[config.mk]
export PLATFORM = sky130hd
export DESIGN_NAME = reg_bank_writer
export DESIGN_NICKNAME = d
export VERILOG_FILES = /design/src/rtl/reg_bank_writer.sv
export SDC_FILE = /design/constraint.sdc
export NUM_CORES = 1
export LEC_CHECK = 0
export CORE_MARGIN = 1.5
export CORE_UTILIZATION = 55
export CTS_CLUSTER_DIAMETER = 40
export DETAILED_ROUTE_END_ITERATION = 6
export PLACE_DENSITY = 0.86
export SLEW_MARGIN = 20
export SYNTH_ARGS = -nofsm -noshare
export SYNTH_HDL_FRONTEND = slang
export SYNTH_SLANG_ARGS = --single-unit
[constraint.sdc]
create_clock -name clk -period 2.3 [get_ports clk]
set_input_delay 0.69 -clock clk [delete_from_list [all_inputs] [get_ports clk]]
set_output_delay 0.69 -clock clk [all_outputs]
set_load 0.02 [all_outputs]
[src/rtl/reg_bank_writer.sv]
// Write side of the 16-entry register bank: byte-lane writes over valid/ready plus a sequenced bank clear.
// Optional: define REG_BANK_R0_ZERO_EN to hardwire r0 to zero.
module reg_bank_writer #(
   parameter int unsigned     WIDTH   = 16,
   parameter logic [WIDTH-1:0] CLR_VAL = '0
) (
   input  logic             clk,
   input  logic             rst_n,
   input  logic             wr_valid,
   output logic             wr_ready,
   input  logic [3:0]       wr_addr,
   input  logic [WIDTH-1:0] wr_data,
   input  logic [1:0]       wr_be,
   output logic             wr_done,
   input  logic             clr_req,
   output logic             busy,
   output logic [WIDTH-1:0] r0,
   output logic [WIDTH-1:0] r1,
   output logic [WIDTH-1:0] r2,
   output logic [WIDTH-1:0] r3,
   output logic [WIDTH-1:0] r4,
   output logic [WIDTH-1:0] r5,
   output logic [WIDTH-1:0] r6,
   output logic [WIDTH-1:0] r7,
   output logic [WIDTH-1:0] r8,
   output logic [WIDTH-1:0] r9,
   output logic [WIDTH-1:0] r10,
   output logic [WIDTH-1:0] r11,
   output logic [WIDTH-1:0] r12,
   output logic [WIDTH-1:0] r13,
   output logic [WIDTH-1:0] r14,
   output logic [WIDTH-1:0] r15
);

   localparam int unsigned NREG = 16;
   localparam int unsigned HALF = WIDTH / 2;
`ifdef REG_BANK_R0_ZERO_EN
   localparam bit R0_ZERO = 1'b1;
`else
   localparam bit R0_ZERO = 1'b0;
`endif

   typedef enum logic {IDLE, CLEAR} state_t;

   state_t           state;
   state_t           state_next;
   logic [3:0]       cnt;
   logic             ready_q;
   logic             busy_q;
   logic             done_q;
   logic             accept_c;
   logic [WIDTH-1:0] regs [NREG];

   // ready is its own flop so it can be low during and right after reset
   assign accept_c = wr_valid && ready_q;

   always_ff @(posedge clk or negedge rst_n) begin
      if (!rst_n) state <= IDLE;
      else        state <= state_next;
   end

   always_comb begin
      state_next = state;
      case (state)
         IDLE:    if (clr_req) state_next = CLEAR;
         CLEAR:   if (cnt == 4'd15) state_next = IDLE;
         default: state_next = IDLE;
      endcase
   end

   // status flags are registered copies of the next state so they line up with it
   always_ff @(posedge clk or negedge rst_n) begin
      if (!rst_n) begin
         ready_q <= 1'b0;
         busy_q  <= 1'b0;
         done_q  <= 1'b0;
         cnt     <= 4'd0;
      end else begin
         ready_q <= (state_next == IDLE);
         busy_q  <= (state_next == CLEAR);
         done_q  <= accept_c;
         cnt     <= (state == CLEAR) ? cnt + 4'd1 : 4'd0;
      end
   end

   always_ff @(posedge clk or negedge rst_n) begin
      if (!rst_n) begin
         for (int i = 0; i < NREG; i++) regs[i] <= '0;
      end else begin
         for (int i = 0; i < NREG; i++) begin
            if (R0_ZERO && i == 0) begin
               regs[i] <= regs[i];
            end else if (state == CLEAR && cnt == 4'(i)) begin
               regs[i] <= CLR_VAL;
            end else if (accept_c && wr_addr == 4'(i)) begin
               if (wr_be[0]) regs[i][HALF-1:0]     <= wr_data[HALF-1:0];
               if (wr_be[1]) regs[i][WIDTH-1:HALF] <= wr_data[WIDTH-1:HALF];
            end
         end
      end
   end

   assign wr_ready = ready_q;
   assign busy     = busy_q;
   assign wr_done  = done_q;

   assign r0  = regs[0];
   assign r1  = regs[1];
   assign r2  = regs[2];
   assign r3  = regs[3];
   assign r4  = regs[4];
   assign r5  = regs[5];
   assign r6  = regs[6];
   assign r7  = regs[7];
   assign r8  = regs[8];
   assign r9  = regs[9];
   assign r10 = regs[10];
   assign r11 = regs[11];
   assign r12 = regs[12];
   assign r13 = regs[13];
   assign r14 = regs[14];
   assign r15 = regs[15];

endmodule

==> impl_metrics.json, run 1 <==
{
  "finalHoldViolCount": 0,
  "yosys_register_bits": 263,
  "cts_buffer_depth": 3,
  "finalSetupViolCount": 0,
  "peakVddDrop_mv": 0.520,
  "num_rows": 55,
  "dp_hpwl_um": 25600,
  "slowest_stage": "clkdlybuf4s50_1",
  "drc": 0,
  "grt-ovfl-total": 0,
  "syn_to_final_growth_pct": 33.6,
  "period_share_pct": 96.7,
  "utilization_pct": 74.7,
  "slew_violations": 0,
  "status": "complete, no violations",
  "worstPathRequired_ns": 1.61,
  "initial_core_util_pct": 55.9,
  "cp_top_family": "buffers and inverters",
  "crit_chain": "clkdlybuf4s50_1",
  "routed_via_density": 6.51,
  "cts_sinks": 263,
  "cts_setup_buffers": 0,
  "grt_usage_pct": 35.2,
  "cts-buffers-inserted": 36,
  "swShare_pct": 30.1,
  "hold_buffers": 0,
  "syn_nets": 1283,
  "finClkSkew_ns": 0.0168,
  "synthCells": 1253,
  "fp.dieW_um": 155,
  "startpoint_type": "flop",
  "yosys.area.top_type_share_pct": 52.0,
  "place_ws_ns": -0.0972,
  "setup_slack_ns": 0.0755,
  "cts_tree": "built",
  "htree_num_levels": 2,
  "avgSynthCellArea_um2": 10.1,
  "max_freq_mhz": 450,
  "period_needed_ns": 2.22,
  "final-instance-count-excl-fill": 1793,
  "pwr-share-seq_pct": 37.7,
  "path_clk_slew_ns": 0.06,
  "worstPathMaxFanout": 2,
  "antenna_found_initial": 0,
  "cts_resized": 0,
  "pwr-share-clk_pct": 39.1,
  "max_cap_violations": 0,
  "hp-class": "in -> async",
  "slew_headroom_pct": 48.6,
  "worst_slew_pin_slew_ns": 0.767,
  "first_global_vias": 11365,
  "vias": 11669,
  "grt_max_degree": 65,
  "coreArea_um2": 22600,
  "rsz0062_at_grt": "no",
  "nets": 1512,
  "synthTopCellsByArea": "dfrtp_1 (52%), a21boi_1 (15%), nand3_1 (10%), o21ai_0 (7.8%), o21ai_1 (2.2%)",
  "io_pins": 285,
  "layout-drive-gt1-share_pct": 9.95,
  "p_int_uw": 9920,
  "worstSetupEndpointType": "primary output",
  "switchingPower_uw": 4270,
  "yosys.area.top_type": "dfrtp_1",
  "portBuffers": 284,
  "p_comb_share_pct": 23.2,
  "grt_first_pass_wirelength_um": 65100,
  "ant_nets": 0,
  "crit_path_max_incr_delay_ns": 0.69,
  "p_total_uw": 14200,
  "yosysWarnings": 0,
  "path_buf_inv": 1,
  "dieArea_um2": 23900,
  "post-place-cells": 1729,
  "worstSkewPairLatency_ns": 0.51,
  "yosysSeqAreaShare_pct": 52.0,
  "die_h_um": 155,
  "p_leak_uw": 0.00722,
  "arrival_ns": 1.53,
  "wl_um": 42600,
  "gp_congestion": 0.831,
  "first_pass_iters": 7,
  "yosysUniqueCellTypes": 36,
  "power.density_nw_per_um2": 839,
  "clockRootBuffer": "clkbuf_16",
  "drt_iter0_drc": 1065,
  "path_class": "reg -> out",
  "routedWlPerCell_um": 23.8,
  "syn_area_um2": 12700
}
==> cells by family (layout without fill, tap and decap cells) <==
kind of cell	count (synthesis)	in the layout	synth area share, %
fa+ha+maj	4	4	0.395
compound gates	513	513	25.5
simple gates	303	303	13.6
other cells	0	1	0
flops	263	263	52.0
buf+inv	168	422	8.41
xor+xnor	2	2	0.138
==> layer usage <==
| metal | track usage [%] | part of all wire, % | wire length [um] |
|---|---|---|---|
| met1 | 46.6 | 38 | 16300 |
| met2 | 54.5 | 46 | 19700 |
| met3 | 6.50 | 9.7 | 4150 |
| met4 | 20.4 | 5.9 | 2510 |
| met5 | 0 | 0 | 0 |
==> placed cells by master (no fill, tap or decap), types with 4 or more instances in the layout <==
cell,Yosys,routed
clkinv_2,0,5
clkinvlp_4,0,4
and2_1,4,4
clkinv_4,0,4
a21boi_1,249,249
clkbuf_1,46,5
nand4_1,4,4
bufinv_16,0,4
a21boi_0,7,7
buf_12,3,27
and3b_1,4,4
dfrtp_1,263,263
o21ai_1,55,55
ha_1,4,4
clkbuf_16,0,37
o21ai_0,197,197
inv_6,0,4
buf_4,31,45
nand3_1,261,261
clkdlybuf4s50_1,0,283
o21ai_2,5,5
nand4b_1,8,8
==> worst paths after layout <==
| path | slack, ns | cells after the start | to | start |
|---|---|---|---|---|
| min in group clk | 0.52 | 1 | cnt[0] | cnt[0] |
| worst min register to register | 0.52 | 1 | cnt[0] | cnt[0] |
| worst max-delay path | 0.08 | 1 | r15[7] | r15[7] |
| worst max register to register | 0.49 | 3 | r11[8] | cnt[0] |
| worst min-delay path | 0.09 | 1 | r0[11] | rst_n |
| max in group asynchronous | 1.43 | 2 | r13[6] | rst_n |
==> layout make-up <==
class                      count  area (um2)
inverter                       3        11.3
fill                        1538        5730
timing repair buffer         356        3730
sequential                   263        6580
tap                          285         357
multi-input combinational    822        5040
clock inverter                21         245
antenna                        1        2.50
clock buffer                  42         945
==> metrics by stage <==
stage,instance area [um2],hold WS (ns),setup TNS (ns)
floorplan,12700,0.394,0
global placement,15700,0.493,-0.0117
detailed placement,15700,0.510,-4.45
CTS,16900,0.110,0
global route,16900,0.122,0
finish,16900,0.0929,0
==> cells in the mapped netlist <==
| cell type | n |
|---|---|
| nand3b_4 | 2 |
| nand4_2 | 1 |
| and4b_1 | 2 |
| buf_2 | 54 |
| o21ai_2 | 5 |
| buf_1 | 4 |
| o21ai_0 | 197 |
| nand4b_1 | 8 |
| dfrtp_1 | 263 |
| ha_1 | 4 |
| buf_6 | 22 |
| or3b_4 | 2 |
| and2_1 | 4 |
| nand4_1 | 4 |
| nand4b_2 | 2 |
| nor2_1 | 1 |
| clkbuf_1 | 46 |
| and4bb_1 | 1 |
| nand3b_1 | 2 |
| a21boi_1 | 249 |
| xor2_1 | 1 |
| xnor2_1 | 1 |
| a21boi_0 | 7 |
| buf_4 | 31 |
| and3_1 | 2 |
| inv_1 | 3 |
| o21ai_1 | 55 |
| nand4bb_1 | 3 |
| and3b_1 | 4 |
| nor2b_1 | 1 |
| nand3_1 | 261 |
| clkbuf_2 | 2 |
| buf_8 | 3 |
| buf_12 | 3 |
| and4_1 | 1 |
| nor3b_4 | 2 |
==> power by group through the flow <==
stage          combinational [uW]  sequential (uW)  clock [uW]
2_1_floorplan                1420             5780           0
3_3_place_gp                 3170             5410           0
3_5_place_dp                 3240             5420           0
4_1_cts                      3260             5350        5590
5_1_grt                      3460             5390        5780
6_report                     3290             5350        5550
Note: power is estimated with default switching activity, not from simulation.
==> run 2, diff against run 1 <==
--- a/config.mk
+++ b/config.mk
@@ -10,7 +10,6 @@
 export CTS_CLUSTER_DIAMETER = 40
 export DETAILED_ROUTE_END_ITERATION = 6
 export PLACE_DENSITY = 0.86
-export SLEW_MARGIN = 20
 export SYNTH_ARGS = -nofsm -noshare
 export SYNTH_HDL_FRONTEND = slang
 export SYNTH_SLANG_ARGS = --single-unit
==> results of run 2 <==
No change in the layout: final DEF, timing and power equal those of run 1.
==> run 3, diff against run 2 <==
--- a/config.mk
+++ b/config.mk
@@ -10,6 +10,7 @@
 export CTS_CLUSTER_DIAMETER = 40
 export DETAILED_ROUTE_END_ITERATION = 6
 export PLACE_DENSITY = 0.86
+export SKIP_CTS_REPAIR_TIMING = 1
 export SYNTH_ARGS = -nofsm -noshare
 export SYNTH_HDL_FRONTEND = slang
 export SYNTH_SLANG_ARGS = --single-unit
==> results of run 3 <==
No change in the layout: final DEF, timing and power equal those of run 1.
